--- src/rtl/output_interface_pkg.sv ---
// output_interface_pkg: shared widths, IEEE-754 constants, FSM encoding and
// the special-value packer used by the result packer and its rounder.
package output_interface_pkg;
    localparam int REG_SIZE = 64;
    localparam int MAN_W    = 64;
    localparam int EXP_W    = 13;
    localparam int OP_BITS  = 2;
    localparam int S_MODE   = 1;
    localparam int BE_W     = EXP_W + 2;
    localparam int S_BIAS   = 127;
    localparam int D_BIAS   = 1023;
    localparam int S_FRAC   = 23;
    localparam int D_FRAC   = 52;
    localparam int S_MAXE   = 255;
    localparam int D_MAXE   = 2047;
    localparam int S_SIGN   = 31;
    localparam int D_SIGN   = 63;
    localparam int S_EXP    = 23;
    localparam int D_EXP    = 52;
    localparam logic [REG_SIZE-1:0] S_QNAN = 64'h0000_0000_7FC0_0000;
    localparam logic [REG_SIZE-1:0] D_QNAN = 64'h7FF8_0000_0000_0000;
    localparam logic signed [BE_W-1:0] BE_ONE   = BE_W'(1);
    localparam logic signed [BE_W-1:0] S_TINY   = BE_W'(-(S_FRAC + 2));
    localparam logic signed [BE_W-1:0] D_TINY   = BE_W'(-(D_FRAC + 2));
    localparam logic signed [BE_W-1:0] S_MAX_BE = BE_W'(S_MAXE);
    localparam logic signed [BE_W-1:0] D_MAX_BE = BE_W'(D_MAXE);

    typedef enum logic [2:0] {
        ST_IDLE   = 3'd0,
        ST_NORM   = 3'd1,
        ST_DENORM = 3'd2,
        ST_ROUND  = 3'd3,
        ST_DONE   = 3'd4
    } state_t;

    // NaN wins over inf; with neither set the word is a signed zero.
    function automatic logic [REG_SIZE-1:0] pack_special(input logic single, input logic sign,
                                                         input logic nan, input logic inf);
        logic [REG_SIZE-1:0] w;
        w = '0;
        if (nan) begin
            w = single ? S_QNAN : D_QNAN;
        end else if (single) begin
            w[S_SIGN] = sign;
            if (inf) w[S_SIGN-1:S_EXP] = '1;
        end else begin
            w[D_SIGN] = sign;
            if (inf) w[D_SIGN-1:D_EXP] = '1;
        end
        return w;
    endfunction
endpackage

--- src/rtl/output_interface_round_nearest_even.sv ---
// round_nearest_even: round a left-justified mantissa to nearest-even and pack
// the IEEE word, saturating to infinity when the exponent overflows.
module round_nearest_even
    import output_interface_pkg::*;
(
    input  logic [MAN_W-1:0]       man_i,
    input  logic                   sticky_i,
    input  logic                   single_i,
    input  logic                   sign_i,
    input  logic signed [BE_W-1:0] be_i,
    output logic [REG_SIZE-1:0]    word_o,
    output logic                   inexact_o,
    output logic                   overflow_o
);
    localparam int SL = MAN_W - 1 - S_FRAC;
    localparam int DL = MAN_W - 1 - D_FRAC;
    localparam int SW = S_FRAC + 2;
    localparam int DW = D_FRAC + 2;
    logic g_s, st_s, g_d, st_d, carry, msb;
    logic [SW-1:0] sum_s;
    logic [DW-1:0] sum_d;
    logic signed [BE_W-1:0] be_r;
    // A carry out of the kept bits leaves 100..0, which is sum>>1 with a zero fraction.
    always_comb begin
        g_s        = man_i[SL-1];
        st_s       = |man_i[SL-2:0] | sticky_i;
        g_d        = man_i[DL-1];
        st_d       = |man_i[DL-2:0] | sticky_i;
        sum_s      = {1'b0, man_i[MAN_W-1:SL]} + SW'(g_s & (st_s | man_i[SL]));
        sum_d      = {1'b0, man_i[MAN_W-1:DL]} + DW'(g_d & (st_d | man_i[DL]));
        carry      = single_i ? sum_s[SW-1] : sum_d[DW-1];
        msb        = carry | (single_i ? sum_s[S_FRAC] : sum_d[D_FRAC]);
        be_r       = be_i + BE_W'(carry);
        overflow_o = be_r >= (single_i ? S_MAX_BE : D_MAX_BE);
        inexact_o  = overflow_o | (single_i ? g_s | st_s : g_d | st_d);
        word_o     = overflow_o ? pack_special(single_i, sign_i, 1'b0, 1'b1)
                   : single_i   ? {32'b0, sign_i, msb ? be_r[7:0] : 8'd0, sum_s[S_FRAC-1:0]}
                   :              {sign_i, msb ? be_r[10:0] : 11'd0, sum_d[D_FRAC-1:0]};
    end
endmodule

--- src/rtl/output_interface.sv ---
// output_interface: iterative normalize / denormalize / round-to-nearest-even
// packer turning an integer result and exponent into an IEEE single or double.
module output_interface
    import output_interface_pkg::*;
(
    input  logic                    clk,
    input  logic                    rstN,
    input  logic                    inValid,
    output logic                    inReady,
    input  logic [OP_BITS-1:0]      operation,
    input  logic [MAN_W-1:0]        resMan,
    input  logic signed [EXP_W-1:0] resExp,
    input  logic                    resSign,
    input  logic                    resNan,
    input  logic                    resInf,
    input  logic                    resZero,
    output logic                    outValid,
    input  logic                    outReady,
    output logic [REG_SIZE-1:0]     result,
    output logic                    overflow,
    output logic                    underflow,
    output logic                    inexact
);
    state_t state_q, state_d;
    logic single_q, single_d, sign_q, sign_d, sticky_q, sticky_d, tiny_q, tiny_d;
    logic ovf_q, ovf_d, unf_q, unf_d, inx_q, inx_d;
    logic [MAN_W-1:0] man_q, man_d;
    logic signed [BE_W-1:0] be_q, be_d, be_acc, tiny_lim;
    logic [REG_SIZE-1:0] res_q, res_d, rnd_word;
    logic rnd_inexact, rnd_ovf, special, unused_op;

    assign unused_op = operation[0];
    assign special   = resNan | resInf | resZero | (resMan == '0);
    assign be_acc    = {{(BE_W-EXP_W){resExp[EXP_W-1]}}, resExp} + BE_W'(MAN_W - 1)
                     + (operation[S_MODE] ? BE_W'(S_BIAS) : BE_W'(D_BIAS));
    assign tiny_lim  = single_q ? S_TINY : D_TINY;

    round_nearest_even u_round (
        .man_i      (man_q),
        .sticky_i   (sticky_q),
        .single_i   (single_q),
        .sign_i     (sign_q),
        .be_i       (be_q),
        .word_o     (rnd_word),
        .inexact_o  (rnd_inexact),
        .overflow_o (rnd_ovf)
    );

    always_ff @(posedge clk or negedge rstN) begin
        if (!rstN) begin
            state_q  <= ST_IDLE;
            single_q <= 1'b0;
            sign_q   <= 1'b0;
            sticky_q <= 1'b0;
            tiny_q   <= 1'b0;
            ovf_q    <= 1'b0;
            unf_q    <= 1'b0;
            inx_q    <= 1'b0;
            man_q    <= '0;
            be_q     <= '0;
            res_q    <= '0;
        end else begin
            state_q  <= state_d;
            single_q <= single_d;
            sign_q   <= sign_d;
            sticky_q <= sticky_d;
            tiny_q   <= tiny_d;
            ovf_q    <= ovf_d;
            unf_q    <= unf_d;
            inx_q    <= inx_d;
            man_q    <= man_d;
            be_q     <= be_d;
            res_q    <= res_d;
        end
    end

    always_comb begin
        state_d  = state_q;
        single_d = single_q;
        sign_d   = sign_q;
        sticky_d = sticky_q;
        tiny_d   = tiny_q;
        ovf_d    = ovf_q;
        unf_d    = unf_q;
        inx_d    = inx_q;
        man_d    = man_q;
        be_d     = be_q;
        res_d    = res_q;
        case (state_q)
            ST_IDLE: if (inValid) begin
                single_d = operation[S_MODE];
                sign_d   = resSign;
                man_d    = resMan;
                be_d     = be_acc;
                sticky_d = 1'b0;
                tiny_d   = 1'b0;
                ovf_d    = 1'b0;
                unf_d    = 1'b0;
                inx_d    = 1'b0;
                res_d    = pack_special(operation[S_MODE], resSign, resNan, resInf);
                state_d  = special ? ST_DONE : ST_NORM;
            end
            ST_NORM: if (!man_q[MAN_W-1]) begin
                man_d = man_q << 1;
                be_d  = be_q - BE_ONE;
            end else if (be_q < BE_ONE) begin
                tiny_d  = 1'b1;
                state_d = ST_DENORM;
            end else begin
                state_d = ST_ROUND;
            end
            // Far below the subnormal range everything collapses into sticky at once.
            ST_DENORM: if (be_q < tiny_lim) begin
                man_d    = '0;
                sticky_d = 1'b1;
                be_d     = BE_ONE;
                state_d  = ST_ROUND;
            end else begin
                man_d    = man_q >> 1;
                sticky_d = sticky_q | man_q[0];
                be_d     = be_q + BE_ONE;
                state_d  = (be_q == '0) ? ST_ROUND : ST_DENORM;
            end
            ST_ROUND: begin
                res_d   = rnd_word;
                ovf_d   = rnd_ovf;
                inx_d   = rnd_inexact;
                unf_d   = tiny_q & rnd_inexact;
                state_d = ST_DONE;
            end
            ST_DONE: state_d = outReady ? ST_IDLE : ST_DONE;
            default: state_d = ST_IDLE;
        endcase
    end

    always_comb begin
        inReady   = rstN && (state_q == ST_IDLE);
        outValid  = state_q == ST_DONE;
        result    = res_q;
        overflow  = ovf_q;
        underflow = unf_q;
        inexact   = inx_q;
    end
endmodule

--- config.mk ---
export PLATFORM = sky130hd
export DESIGN_NAME = output_interface
export DESIGN_NICKNAME = d
export VERILOG_FILES = /design/src/rtl/output_interface_pkg.sv /design/src/rtl/output_interface_round_nearest_even.sv /design/src/rtl/output_interface.sv
export SDC_FILE = /design/constraint.sdc
export NUM_CORES = 1
export LEC_CHECK = 0
export ABC_AREA = 1
export CORE_MARGIN = 2
export CORE_UTILIZATION = 28
export DETAILED_ROUTE_END_ITERATION = 8
export MAX_ROUTING_LAYER = met4
export PLACE_DENSITY = 0.45
export SYNTH_ARGS = -nofsm -noshare
export SYNTH_HDL_FRONTEND = slang
export SYNTH_HIERARCHICAL = 1
export SYNTH_SLANG_ARGS = --single-unit
--- constraint.sdc ---
create_clock -name clk -period 4 [get_ports clk]
set_clock_uncertainty 0.2 [all_clocks]
set_input_delay 0.6 -clock clk [delete_from_list [all_inputs] [get_ports clk]]
set_output_delay 0.6 -clock clk [all_outputs]
set_load 0.005 [all_outputs]
==> results of run 1 <==
==> cell families after synthesis <==
family	after synthesis	share of synthesized area, %
simple gates	1273	44.07
fa+ha+maj	25	2.647
compound gates	185	9.709
buf+inv	243	8.395
xor+xnor	49	3.546
flops	153	31.64
==> per-stage QoR <==
step	cell area [µm²]	setup slack (ns)	instances
detailed placement	15020	-0.4102	2709
finish	16370	-0.2071	2773
global placement	15020	-0.3520	2709
global route	16370	-0.4733	2773
floorplan	12130	0.01061	1928
CTS	15970	-0.1740	2765
==> tightest hold or removal path, cell delays in order, from the launching register on <==
cell	delay, ns
dfrtp_1	0.35
nand2_1	0.05
nand3_1	0.05
==> path summary, 6_finish.rpt <==
kind / from / end / slack, ns / cells past startpoint
min in group asynchronous: rstN / result[53]$_DFFE_PN0P_ / 0.41 / 2
hold / removal: result[59]$_DFFE_PN0P_ / result[59]$_DFFE_PN0P_ / 0.29 / 2
setup / recovery: man_q[40]$_DFFE_PN0P_ / result[0]$_DFFE_PN0P_ / -0.21 / 28
setup reg to reg: man_q[40]$_DFFE_PN0P_ / result[0]$_DFFE_PN0P_ / -0.21 / 28
max in group asynchronous: rstN / man_q[16]$_DFFE_PN0P_ / 2.19 / 3
hold reg to reg: result[59]$_DFFE_PN0P_ / result[59]$_DFFE_PN0P_ / 0.29 / 2
==> Yosys cell counts, types with 7 or more instances <==
cell type  instances
nor2_1           222
a22o_1            42
xnor2_1            8
nand3_1          238
buf_6              7
a22oi_1            8
nor3_1            30
inv_1            144
buf_2             24
o21ai_0           47
dfrtp_1          153
nand3b_1           7
clkbuf_1          44
inv_2             11
nand2_1          719
nand2_2            8
nand4_1           25
xor2_1            41
a21oi_1           63
ha_1              24
==> cells in the final DEF (no fill, tap or decap), drive strengths merged, types with 2 or more instances in the layout <==
cell           count
nand2            730
nand3            239
nor2             230
buf              156
inv              156
clkdlybuf4s50    153
dfrtp            153
a21oi             66
o21ai             49
a22o              42
xor2              41
nor3              34
nand4             25
ha                24
clkbuf            22
a22oi              8
xnor2              8
nand3b             7
clkinv             7
clkinvlp           5
or2                4
o211ai             3
o22ai              3
nor3b              3
a32oi              2
o21a               2
bufinv             2
o21bai             2
a31oi              2
o311ai             2
==> metal layers <==
layer  vias up  GRT usage, %
li1       6727             -
met5         -             -
met1      6438         32.46
met2       337         35.25
met3        35         2.196
met4         0         4.881
==> what timing repair did <==
action / in CTS / in global routing
gates cloned: 4 / 3
hold buffers: 1 / 0
pin swaps: 7 / 21
endpoints found under the hold margin: 28 / 0
setup buffers: 19 / 5
endpoints found under the setup margin: 66 / 66
gates resized for setup: 27 / 79
==> power by group through the flow <==
stage | clock, mW | sequential [mW] | combinational, mW
2_1_floorplan | 0 | 1.58 | 0.147
3_3_place_gp | 0 | 1.58 | 0.332
3_5_place_dp | 0 | 1.58 | 0.334
4_1_cts | 1.70 | 1.55 | 0.365
5_1_grt | 1.77 | 1.55 | 0.447
6_report | 1.67 | 1.55 | 0.405
==> flip-flops by register name, summed over array words and instances, names as in the netlist <==
signal and cells:
be_q 15, inexact 1, man_q 64, overflow 1, result 64, sign_q 1
single_q 1, state_q 3, sticky_q 1, tiny_q 1, underflow 1
==> final cells by class <==
| class | instances | area [µm²] | area share [%] |
|---|---|---|---|
| multi-input cells | 1533 | 7667 | 46.84 |
| inverters | 157 | 615.6 | 3.760 |
| repair buffers | 311 | 2893 | 17.67 |
| well taps | 585 | 732.0 | 4.471 |
| clock inverters | 11 | 121.4 | 0.7414 |
| flip-flops and latches | 153 | 3830 | 23.39 |
| repair inverters | 2 | 41.29 | 0.2522 |
| clock buffers | 21 | 470.5 | 2.874 |
==> metrics.yaml, run 1 <==
run_status: "finished, violations left"
violations: "setup timing"
cap_violations: 0
crit_family: "simple AND/OR/NAND/NOR gates"
tightest_slew_ns: 0.8723
max_stage_delay_ns: 0.40
arrival_ns: 4.35
clock.fmax_mhz: 237.7
clock_path_buffers: 2
final_util_pct: 38.17
die_x_um: 211.9
drt_iter0_drc: 996
synth_seq_cells: 153
crit_fanout: 12
cp_slowest_cell: "dfrtp_2"
rows: 76
finalMaxSlewViolations: 0
dieArea_um2: 44900
grt_usage_pct: 22.86
nFillCells: 4632
ant_nets: 0
dr.pass1.iters: 5
pwr-share-clk_pct: 46.1
ios: 156
cts_tree: "done"
root_buffer: "clkbuf_16"
synth_edf_count: 0
combPwrFrac_pct: 11.2
insertion_delay_ns: 0.45
min_period_over_period_pct: 105.2
grt_pass1_wl_um: 76070
routed_wl_um: 49820
n_antenna_cell: 0
total_power_mw: 3.624
setup_viol: 66
synth_ff_type: "dfrtp_1"
drcViolationCount: 0
drive_gt1_share_pct: 13.80
nNetsFinal: 2287
htreeDepth: 4
syn_nets: 2040
p_leak_nw: 7.576
yosysTopAreaCellShare_pct: 31.64
clk_pin_slew_ns: 0.07
rsz0062_at_grt: "yes"
areaGrowthSynthToFinish_pct: 35.28
slew_headroom_pct: 41.40
cts_made_buffers: 17
ys_warn_count: 6
synthesis.area_um2: 12100
coreArea_um2: 42890
synth_cell_types: 48
worst_slack_ns: -0.2071
p_switching_mw: 0.9363
cp.buffers_inverters: 5
cts_sinks: 153
p_int_mw: 2.688
min_period_ns: 4.207
vias_per_cell: 4.882
p_per_area_nw_per_um2: 221.4
p_seq_share_pct: 42.8
place_congestion: 0.9355
grt_max_degree: 126
critPathKind: "flip-flop to flip-flop"
wl_per_cell_um: 17.97
synth_top_area_cell: "dfrtp_1"
hold_viol: 0
path_common_cell: "ha_4"
ys_async_sr_fraction_pct: 100.0
met2_length_um: 22600
ys_seq_area_share_pct: 31.64
p_sw_share_pct: 25.84
die_h_um: 211.9
antenna_found_initial: 0
place.port_buffers: 154
overflow: 0
start_kind: "flip-flop"
end_kind: "flip-flop"
grt_pass1_vias: 12850
setup-tns-final_ns: -10.71
worstPathRequired_ns: 4.14
routed-wl-met3_um: 1855
vdd_ir_drop_max_uv: 216.5
wl_met1_um: 24590
synth_cells: 1928
vias: 13540
hp-class: "flip-flop to flip-flop"
maxUsedRoutingLayer: "met4"
synthTopCellsByArea: "dfrtp_1 32%, nand2_1 22%, nand3_1 9.8%"
dp_hpwl_um: 37480
start_util_pct: 28.22
avgSynthCellArea_um2: 6.277
whs_ns: 0.2875
No activity file was read; power rests on OpenSTA's default activity.
==> run 2: changes to the inputs <==
Settings changed: CAP_MARGIN set to 20, CELL_PAD_IN_SITES_DETAIL_PLACEMENT set to 0, CELL_PAD_IN_SITES_GLOBAL_PLACEMENT set to 2, CORE_UTILIZATION 28 to 27, PLACE_DENSITY 0.45 to 0.73, SLEW_MARGIN set to 10.
==> metrics.yaml, run 2 (synthesis results as in run 1) <==
run_status: "finished, violations left"
violations: "setup timing"
slew_headroom_pct: 38.75
cts_sinks: 153
crit_fanout: 6
routed_wl_um: 49640
critPathKind: "flip-flop to flip-flop"
vias: 13350
n_antenna_cell: 0
root_buffer: "clkbuf_16"
overflow: 0
drive_gt1_share_pct: 12.58
wl_per_cell_um: 17.92
areaGrowthSynthToFinish_pct: 33.32
p_per_area_nw_per_um2: 225.6
die_h_um: 215.7
rows: 77
final_cell_mix: "708 x nand2_1, 227 x nand3_1, 215 x nor2_1, 153 x clkdlybuf4s50_1, 152 x dfrtp_1"
ant_nets: 0
htreeDepth: 4
end_kind: "flip-flop"
multi_input_area_um2: 7527
total_power_mw: 3.640
cap_violations: 0
arrival_ns: 4.37
antenna_found_initial: 0
start_kind: "flip-flop"
drt_iter0_drc: 1042
cp.buffers_inverters: 7
setup-tns-final_ns: -12.08
die_x_um: 215.7
grt-busiest-layer: "met2"
place.port_buffers: 154
insertion_delay_ns: 0.46
min_period_over_period_pct: 105.9
ios: 156
placed_area_um2: 15040
final_common_cell: "nand2_1"
dr.pass1.iters: 7
hp-class: "flip-flop to flip-flop"
pre_cts_ws_ns: -0.3891
drcViolationCount: 0
grt_pass1_vias: 12890
cts_tree: "done"
ff2ff_setup_slack_ns: -0.24
grt_max_degree: 73
setup_viol: 65
seqCellArea_um2: 3830
met3_usage_pct: 2.650
final_area_um2: 16130
grt_pass1_wl_um: 76450
grt_util_met2_pct: 32.02
nFillCells: 4853
tightest_slew_ns: 0.9187
crit_family: "simple AND/OR/NAND/NOR gates"
p_leak_nw: 7.545
vias_per_cell: 4.821
worstPathRequired_ns: 4.14
cts_made_buffers: 17
clock.fmax_mhz: 236.0
min_period_ns: 4.237
rsz0062_at_grt: "yes"
max_stage_delay_ns: 0.34
clk_pin_slew_ns: 0.06
worst_slack_ns: -0.2365
vdd_ir_drop_max_uv: 271.4
hold_viol: 0
grt_usage_pct: 22.08
clock_path_buffers: 2
dieArea_um2: 46530
dp_hpwl_um: 38880
place_congestion: 0.9363
cp_slowest_cell: "dfrtp_1"
start_util_pct: 27.37
use_met1_pct: 31.47
coreArea_um2: 44220
finalMaxSlewViolations: 0
nNetsFinal: 2280
-- run 2: tightest hold or removal path, delay by kind of cell (launching register included) --
kind             cells  cell delay, ns
DFF                  1            0.35
and+or+nand+nor      2            0.10
-- run 2: final timing paths --
kind,startpoint,endpoint,cells after the start
min in group asynchronous,rstN,result[62]$_DFFE_PN0P_,2
worst min register to register,inexact$_DFFE_PN0P_,inexact$_DFFE_PN0P_,2
max in group asynchronous,rstN,man_q[13]$_DFFE_PN0P_,3
worst max-delay path,man_q[10]$_DFFE_PN0P_,result[18]$_DFFE_PN0P_,31
worst min-delay path,inexact$_DFFE_PN0P_,inexact$_DFFE_PN0P_,2
worst max register to register,man_q[10]$_DFFE_PN0P_,result[18]$_DFFE_PN0P_,31
-- run 2: layer usage --
metal | share of wire, % | wire length, µm | vias to the layer above
met5 | 0 | 0 | -
met4 | 3.0 | 1469 | 0
met3 | 3.9 | 1956 | 55
met2 | 43 | 21110 | 322
met1 | 51 | 25100 | 6266
li1 | - | - | 6710
-- run 2: metrics by stage --
stage,cells,hold WS [ns],util (%)
after floorplan,1928,0.1044,-
after global placement,2720,0.2651,34.00
after detailed placement,2720,0.2665,34.00
after CTS,2766,0.2822,36.12
after global routing,2770,0.3062,36.49
final,2770,0.2761,36.49
-- run 2: timing repair --
| action | in CTS | in global routing |
|---|---|---|
| endpoints found under the setup margin | 66 | 66 |
| cloned | 3 | 0 |
| hold buffers | 1 | 0 |
| hold endpoints to repair | 36 | 0 |
| gates resized for setup | 31 | 38 |
| pin swaps | 29 | 33 |
| setup buffers | 13 | 5 |
-- run 2: where the power goes --
group          total, mW  internal [mW]  switching, mW
sequential          1.55           1.55        0.00133
clock               1.71           1.04          0.668
combinational      0.379          0.169          0.210
total               3.64           2.76          0.879
-- run 2: area by class of cell --
| cell class | instances | area share, % |
|---|---|---|
| multi-input cells | 1532 | 46.65 |
| flip-flops and latches | 153 | 23.74 |
| repair buffers | 307 | 17.63 |
| well taps | 592 | 4.591 |
| inverters | 157 | 3.699 |
| clock buffers | 19 | 2.745 |
| clock inverters | 10 | 0.9461 |
